==> src/rtl/sort_frame_drain.sv <==
// Frame drain for the insertion sorter: checks in-frame ordering and forwards words through a
// one-entry output register. Optional statistics build: SORT_FRAME_DRAIN_STATS_EN.
module sort_frame_drain #(
   parameter int DATA_W     = 32,
   parameter int FRAME_LEN  = 8,
   parameter bit DESCENDING = 1'b0
) (
   input  logic              ap_clk,
   input  logic              ap_rst,
   input  logic              ap_start,
   output logic              ap_done,
   output logic              ap_idle,
   output logic              ap_ready,
   input  logic [DATA_W-1:0] in_V_dout,
   input  logic              in_V_empty_n,
   output logic              in_V_read,
   output logic [DATA_W-1:0] out_V_din,
   output logic              out_V_last,
   input  logic              out_V_full_n,
   output logic              out_V_write,
   output logic              order_err,
   output logic [15:0]       frame_cnt
);

   localparam int CNT_W = 8;
   localparam logic [CNT_W-1:0] LAST_IDX = CNT_W'(FRAME_LEN - 1);

   typedef enum logic [1:0] {S_IDLE, S_RUN, S_FLUSH} state_t;

   state_t            r_state, w_state_nxt;
   logic [CNT_W-1:0]  r_cnt;
   logic [DATA_W-1:0] r_prev, r_dout;
   logic              r_wr, r_last, r_err;
   logic              w_accept, w_read, w_last_rd, w_viol;

   assign w_accept  = r_wr & out_V_full_n;
   assign w_last_rd = w_read & (r_cnt == LAST_IDX);
   // The first word of a frame has no predecessor, so it is never compared.
   assign w_viol    = (r_cnt != '0) &
                      (DESCENDING ? (in_V_dout > r_prev) : (in_V_dout < r_prev));

   always_ff @(posedge ap_clk or posedge ap_rst) begin
      if (ap_rst) r_state <= S_IDLE;
      else        r_state <= w_state_nxt;
   end

   always_comb begin
      w_state_nxt = r_state;
      w_read      = 1'b0;
      ap_done     = 1'b0;
      ap_idle     = 1'b0;
      case (r_state)
         S_IDLE: begin
            ap_idle = !r_wr;
            if (ap_start) w_state_nxt = S_RUN;
         end
         S_RUN: begin
            // Refill in the same cycle the register drains: one word per cycle sustained.
            w_read = in_V_empty_n & (!r_wr | out_V_full_n);
            if (w_read && r_cnt == LAST_IDX) w_state_nxt = S_FLUSH;
         end
         S_FLUSH: begin
            ap_done = w_accept;
            if (w_accept) w_state_nxt = S_IDLE;
         end
         default: w_state_nxt = S_IDLE;
      endcase
   end

   always_ff @(posedge ap_clk or posedge ap_rst) begin
      if (ap_rst) begin
         r_cnt  <= '0;
         r_prev <= '0;
         r_dout <= '0;
         r_wr   <= 1'b0;
         r_last <= 1'b0;
      end else if (w_read) begin
         r_dout <= in_V_dout;
         r_prev <= in_V_dout;
         r_wr   <= 1'b1;
         r_last <= w_last_rd;
         r_cnt  <= w_last_rd ? '0 : r_cnt + CNT_W'(1);
      end else if (w_accept) begin
         r_wr   <= 1'b0;
      end
   end

`ifdef SORT_FRAME_DRAIN_STATS_EN
   logic        w_start;
   logic [15:0] r_fcnt;

   assign w_start = (r_state == S_IDLE) & ap_start;

   always_ff @(posedge ap_clk or posedge ap_rst) begin
      if (ap_rst)                r_err <= 1'b0;
      else if (w_start)          r_err <= 1'b0;
      else if (w_read && w_viol) r_err <= 1'b1;
   end

   always_ff @(posedge ap_clk or posedge ap_rst) begin
      if (ap_rst)       r_fcnt <= '0;
      else if (ap_done) r_fcnt <= r_fcnt + 16'd1;
   end

   assign frame_cnt = r_fcnt;
`else
   always_ff @(posedge ap_clk or posedge ap_rst) begin
      if (ap_rst)                r_err <= 1'b0;
      else if (w_read && w_viol) r_err <= 1'b1;
   end

   assign frame_cnt = 16'h0;
`endif

   assign ap_ready    = w_last_rd;
   assign in_V_read   = w_read;
   assign out_V_din   = r_dout;
   assign out_V_last  = r_last;
   assign out_V_write = r_wr;
   assign order_err   = r_err;

endmodule

==> config.mk <==
export PLATFORM = sky130hd
export DESIGN_NAME = sort_frame_drain
export DESIGN_NICKNAME = d
export VERILOG_FILES = /design/src/rtl/sort_frame_drain.sv
export SDC_FILE = /design/constraint.sdc
export NUM_CORES = 1
export LEC_CHECK = 0
export CORE_UTILIZATION = 40
export CTS_BUF_LIST = sky130_fd_sc_hd__clkbuf_16
export DETAILED_ROUTE_END_ITERATION = 6
export GPL_TIMING_DRIVEN = 0
export PLACE_DENSITY_LB_ADDON = 0.3
export SETUP_SLACK_MARGIN = 0.05
export SYNTH_ARGS = -nofsm -noshare
export SYNTH_HDL_FRONTEND = slang
export SYNTH_SLANG_ARGS = --single-unit
==> constraint.sdc <==
create_clock -name ap_clk -period 1.5 [get_ports ap_clk]
set_input_delay 0.3 -clock ap_clk [delete_from_list [all_inputs] [get_ports ap_clk]]
set_output_delay 0.3 -clock ap_clk [all_outputs]
set_load 0.01 [all_outputs]
==> impl_metrics.env, run 1 <==
export IMPL_outcome="finished with violations"
export IMPL_violations="setup timing"
export IMPL_die_h_um=83.5
export IMPL_clk_path_buf_depth=2
export IMPL_htree_levels=2
export IMPL_synth_edf_count=0
export IMPL_drtIter0Drc=62
export IMPL_final_net_count=479
export IMPL_die_area_sq_um=6970
export IMPL_vias=2310
export IMPL_slew_headroom_pct=64.2
export IMPL_ant_nets=0
export IMPL_syn_area_per_cell_sq_um=9.22
export IMPL_initial_core_util_pct=41.6
export IMPL_static_leakage_power_nw=2.06
export IMPL_wl_per_cell_um=13.1
export IMPL_p_per_area_nw_per_um2=1050
export IMPL_first_pass_iters=4
export IMPL_worst_setup_path_type="reg -> out"
export IMPL_dpl_cell_area_sq_um=3590
export IMPL_netlist_instances=288
export IMPL_hp_class="in -> reg"
export IMPL_grt_usage_pct=18.4
export IMPL_grt_pass1_vias=2162
export IMPL_clk_pin_slew_ns=0.06
export IMPL_worstPathArrival_ns=1.70
export IMPL_fmax_mhz=500
export IMPL_numCtsBuffers=5
export IMPL_endpoint_kind="output port"
export IMPL_synthesis_area_sq_um=2660
export IMPL_yosys_top_cells_area="dfrtp_1 42%, ha_1 16%, o21ai_0 7.0%, nand2_1 6.9%, inv_1 4.9%"
export IMPL_area_growth_pct=51.5
export IMPL_total_power_mw=4.21
export IMPL_cts_tree="yes"
export IMPL_fin_crit_ns=2.00
export IMPL_drv_slew=0
export IMPL_dp_final_hpwl_um=4450
export IMPL_setup_viol=7
export IMPL_ioPinCount=92
export IMPL_clk_latency_ns=0.29
export IMPL_grt_max_degree=24
export IMPL_skew_ns=0.00795
export IMPL_die_width_um=83.5
export IMPL_cts_root_buf="clkbuf_16"
export IMPL_grt_util_met2_pct=31.5
export IMPL_worst_slew_pin_slew_ns=0.537
export IMPL_yosys_cell_types_count=40
export IMPL_portBuffers=75
export IMPL_coreArea_sq_um=6390
export IMPL_drc_errors=0
export IMPL_hold_viol=0
export IMPL_seq_area_frac_synth_pct=42.4
export IMPL_setup_ws_ns=-0.500
export IMPL_insertedDiodeCount=0
export IMPL_rsz0062_at_grt="true"
export IMPL_ys_ff_latch=45
export IMPL_worstPathRequired_ns=1.20
export IMPL_yosysTopAreaCell="dfrtp_1"
export IMPL_synth_flop_cell="dfrtp_1"
export IMPL_grt_ovfl_total=0
export IMPL_busiest_layer="met2"
export IMPL_gp_congestion=0.788
export IMPL_viasPerCell=4.74
export IMPL_synthArstFlopShare_pct=100
export IMPL_drive_above_1_share_pct=20.0
export IMPL_crit_path_start_kind="flop"
export IMPL_antenna_found_initial=0
export IMPL_grt_use_met1_pct=23.4
export IMPL_yosysWarnings=0
export IMPL_crit_path_max_fanout=3
export IMPL_vdd_drop_max_uv=657
export IMPL_rows=29
export IMPL_totalWireLength_um=6370
export IMPL_final_cell_area_sq_um=4020
export IMPL_grtUsageMet3_pct=3.56
export IMPL_yosysTopAreaCellShare_pct=42.4
export IMPL_fin_crit_sh_pct=133
export IMPL_cap_viol_max_count=0
export IMPL_cts_sinks=45
export IMPL_grt_pass1_wl_um=10200
-- Yosys cell counts, types with 4 or more instances --
library cell   n
inv_1         35
ha_1          33
buf_4         16
buf_2          4
nand2_1       49
dfrtp_1       45
nor2_1         7
a21oi_1       12
o21ai_0       37
-- registers in the layout, indices dropped and copies added, names as in the netlist --
signal / flops
out_V_din: 32
out_V_write: 1
r_cnt: 8
r_state: 2
out_V_last: 1
order_err: 1
-- final timing paths --
check,slack (ns),from,endpoint,depth (start not counted)
max,-0.50,r_cnt[5],ap_ready,5
min,0.32,in_V_dout[17],out_V_din[17],3
max reg2reg,-0.20,r_cnt[0],order_err,8
min reg2reg,0.48,out_V_last,out_V_last,1
max in group asynchronous,0.62,ap_rst,r_state[0],3
min in group asynchronous,0.37,ap_rst,out_V_din[25],2
-- cells by family (layout without fill, tap and decap cells) --
logic type	Yosys count	count (layout)	share of synthesized area, %
buf+inv	59	166	10.8
fa+ha+maj	33	33	15.6
simple gates	83	83	16.2
flops	45	45	42.4
other cells	1	16	0.141
xor+xnor	6	6	1.98
compound gates	61	61	12.9
-- where the power goes --
group,leakage [nW],switching (mW),internal (mW)
Sequential,0.546,0.160,1.42
Clock,0.0826,0.460,0.775
Combinational,1.43,0.673,0.726
-- stage by stage --
step | std cells | setup slack (ns) | hold slack [ns] | util, % | TNS, ns
final | 487 | -0.500 | 0.318 | 63.0 | -1.20
after detailed placement | 456 | -1.02 | 0.469 | 56.2 | -20.34
after global routing | 487 | -0.567 | 0.360 | 63.0 | -1.72
after global placement | 455 | -1.02 | 0.461 | 55.8 | -57.47
after CTS | 478 | -0.526 | 0.383 | 61.1 | -1.18
after floorplan | 303 | -0.0915 | 0.405 | - | -0.156
-- what timing repair did --
action                                 4_1_cts  5_1_grt
setup buffers                               14        9
setup endpoints to repair                   82       37
pin swaps                                   15       10
gates resized for setup                     81       13
endpoints found under the hold margin        0        0
hold buffers                                 0        0
-- metal layers --
layer  vias to the layer above  part of all wire [%]
li1                       1175                     -
met1                      1069                    45
met2                        60                    50
met3                         6                   4.1
met4                         0                   1.3
met5                         -                     0
-- placed cells by master, fill, tap and decap left out, types with 3 or more instances in the layout --
| cell type | n |
|---|---|
| nand3_1 | 3 |
| o21ai_1 | 3 |
| nand4_1 | 3 |
| ha_1 | 26 |
| dfrtp_1 | 43 |
| clkbuf_16 | 5 |
| buf_6 | 6 |
| nand2_1 | 48 |
| dlygate4sd2_1 | 43 |
| buf_2 | 4 |
| dlymetal6s2s_1 | 3 |
| and4_1 | 3 |
| nor3_2 | 3 |
| a21oi_1 | 12 |
| buf_4 | 36 |
| xor2_1 | 3 |
| ha_4 | 6 |
| clkdlybuf4s50_1 | 25 |
| clkbuf_2 | 3 |
| conb_1 | 16 |
| inv_1 | 34 |
| xnor2_1 | 3 |
| o21ai_0 | 35 |
| a211oi_1 | 3 |
| nor2_1 | 6 |
-- worst max-delay path, stage by stage (launching register included) --
cell and delay, ns:
dfrtp_1 0.41, nor3_2 0.23, nor4b_4 0.23, and3_4 0.22, and3b_2 0.21, buf_6 0.10
-- final cells by class --
type | count | area [sq um]
Buffer | 23 | 171
Timing Repair Buffer | 99 | 908
Clock buffer | 5 | 125
Sequential cell | 45 | 1130
Multi-Input combinational cell | 199 | 1420
Inverter | 36 | 138
Tap cell | 77 | 96.3
Fill cell | 566 | 2360
Clock inverter | 3 | 37.5
Note: power is estimated with default switching activity, not from simulation.
==> run 2, diff against run 1 <==
--- a/constraint.sdc
+++ b/constraint.sdc
@@ -3,2 +3,2 @@
 set_output_delay 0.3 -clock ap_clk [all_outputs]
-set_load 0.01 [all_outputs]
+set_load 0.02 [all_outputs]
==> run 2 against run 1 <==
Design area up 0.22%. Highest routed layer unchanged. Critical path type unchanged. Sequential power barely moved. The run still ends with setup timing left. Clock skew shrank 0.0025 ns. Critical path depth up 1. Largest power group unchanged.
==> impl_metrics.env, run 2 (synthesis results as in run 1) <==
export IMPL_fin_crit_sh_pct=131
export IMPL_dp_cells=456
export IMPL_static_leakage_power_nw=2.06
export IMPL_holdWs_ns=0.282
export IMPL_area_growth_pct=51.8
export IMPL_intPower_mw=2.75
export IMPL_clkPwrFrac_pct=25.2
export IMPL_cts_root_buf="clkbuf_16"
export IMPL_antenna_found_initial=0
export IMPL_holdBufCountCts=0
export IMPL_slowest_stage="dfrtp_1"
export IMPL_wl_per_cell_um=13.4
export IMPL_worstPathRequired_ns=1.20
export IMPL_skew_ns=0.00549
export IMPL_ioPinCount=92
export IMPL_htree_levels=2
export IMPL_outcome="finished with violations"
export IMPL_cap_viol_max_count=0
export IMPL_crit_chain="ha_2 > nand2_2 > nor4b_4 > and3_1 > and3b_2 > buf_6"
export IMPL_drv_slew=0
export IMPL_fin_setup_tns_ns=-1.04
export IMPL_cp_num_buf_inv=1
export IMPL_fin_crit_ns=1.97
export IMPL_dpl_cell_area_sq_um=3590
export IMPL_drc_errors=0
export IMPL_stdcell_count=484
export IMPL_grt_pass1_vias=2234
export IMPL_vias=2342
export IMPL_rsz0062_at_grt="true"
export IMPL_final_common_cell="nand2_1"
export IMPL_pre_cts_slack_ns=-1.05
export IMPL_cts_tree="yes"
export IMPL_fmax_mhz=508
export IMPL_grt_max_degree=26
export IMPL_grt_ovfl_total=0
export IMPL_first_pass_iters=4
export IMPL_crit_path_start_kind="flop"
export IMPL_clk_path_buf_depth=2
export IMPL_die_width_um=83.5
export IMPL_drtIter0Drc=109
export IMPL_totalWireLength_um=6470
export IMPL_clk_pin_slew_ns=0.06
export IMPL_grt_usage_pct=18.8
export IMPL_initial_core_util_pct=41.6
export IMPL_final_cell_mix="48 x nand2_1, 39 x dlygate4sd2_1, 39 x dfrtp_1, 36 x buf_4"
export IMPL_p_per_area_nw_per_um2=1030
export IMPL_endpoint_kind="output port"
export IMPL_path_delay_family="simple AND/OR/NAND/NOR gates"
export IMPL_pwr_share_comb_pct=36.4
export IMPL_crit_path_max_fanout=2
export IMPL_viasPerCell=4.84
export IMPL_p_sw_share_pct=33.9
export IMPL_portBuffers=75
export IMPL_grt_pass1_wl_um=10500
export IMPL_coreArea_sq_um=6390
export IMPL_clk_latency_ns=0.28
export IMPL_slowest_delay_ns=0.37
export IMPL_setup_ws_ns=-0.468
export IMPL_die_area_sq_um=6970
export IMPL_rows=29
export IMPL_cts_sinks=45
export IMPL_setup_viol=9
export IMPL_vdd_drop_max_uv=550
export IMPL_violations="setup timing"
export IMPL_power_switching_mw=1.41
export IMPL_largest_reg_flops=32
export IMPL_seqPwrFrac_pct=38.4
export IMPL_final_net_count=476
export IMPL_hold_viol=0
export IMPL_hp_class="in -> reg"
export IMPL_dp_final_hpwl_um=4530
export IMPL_worstPathArrival_ns=1.67
export IMPL_numCtsBuffers=5
export IMPL_gp_congestion=0.778
export IMPL_final_cell_area_sq_um=4030
export IMPL_drive_above_1_share_pct=21.1
export IMPL_ant_nets=0
export IMPL_insertedDiodeCount=0
export IMPL_worst_setup_path_type="reg -> out"
export IMPL_die_h_um=83.5
-- run 2: cell types whose count changed in the layout (fill, tap and decap cells not counted), sizes merged --
cell,before,now
clkbuf,8,5
dlygate4sd2,43,39
dlymetal6s2s,3,5
clkinv,1,0
bufinv,1,0
inv,37,39
clkdlybuf4s50,25,26
buf,48,49
-- run 2: area by class of cell --
| class | count | area (sq um) |
|---|---|---|
| buffer | 23 | 210 |
| clock buffer | 5 | 125 |
| clock inverter | 3 | 11.3 |
| fill | 542 | 2350 |
| inverter | 36 | 138 |
| multi-input combinational | 199 | 1430 |
| sequential | 45 | 1130 |
| tap | 77 | 96.3 |
| timing repair buffer | 96 | 888 |
-- run 2: power by group through the flow --
stage	clock network, mW	logic (mW)	registers, mW
floorplan	0	0.633	1.75
global placement	0	1.30	1.61
detailed placement	0	1.33	1.62
CTS	1.06	1.36	1.59
global route	1.12	1.68	1.63
finish	1.05	1.52	1.60
-- run 2: worst min-delay path, cell delays in order --
cell,delay [ns]
dlymetal6s2s_1,0.11
nand2_1,0.06
o21ai_0,0.06
-- run 2: final timing paths --
path / end / cells after the start / slack [ns] / startpoint
max: ap_ready / 6 / -0.47 / r_cnt[1]
min: out_V_din[8] / 3 / 0.28 / in_V_dout[8]
max reg2reg: order_err / 8 / -0.18 / r_cnt[1]
min reg2reg: out_V_last / 1 / 0.47 / out_V_last
max in group asynchronous: out_V_write / 3 / 0.63 / ap_rst
min in group asynchronous: out_V_din[25] / 2 / 0.36 / ap_rst
-- run 2: per-layer routing --
| layer | vias up | GRT usage [%] | routed length [um] |
|---|---|---|---|
| met2 | 61 | 31.9 | 3200 |
| met5 | - | 0 | 0 |
| met3 | 9 | 3.17 | 269 |
| met1 | 1099 | 24.5 | 2870 |
| li1 | 1173 | - | - |
| met4 | 0 | 5.86 | 123 |
-- run 2: per-stage QoR --
step | total power [mW] | util, %
2_1_floorplan | 2.38 | -
3_3_place_gp | 2.91 | 55.9
3_5_place_dp | 2.95 | 56.2
4_1_cts | 4.01 | 59.8
5_1_grt | 4.42 | 63.1
6_report | 4.16 | 63.1
-- run 2: what timing repair did --
item,CTS,global route
pin swaps,14,17
buffers inserted,11,10
resized for setup,78,45
endpoints found under the setup margin,82,24
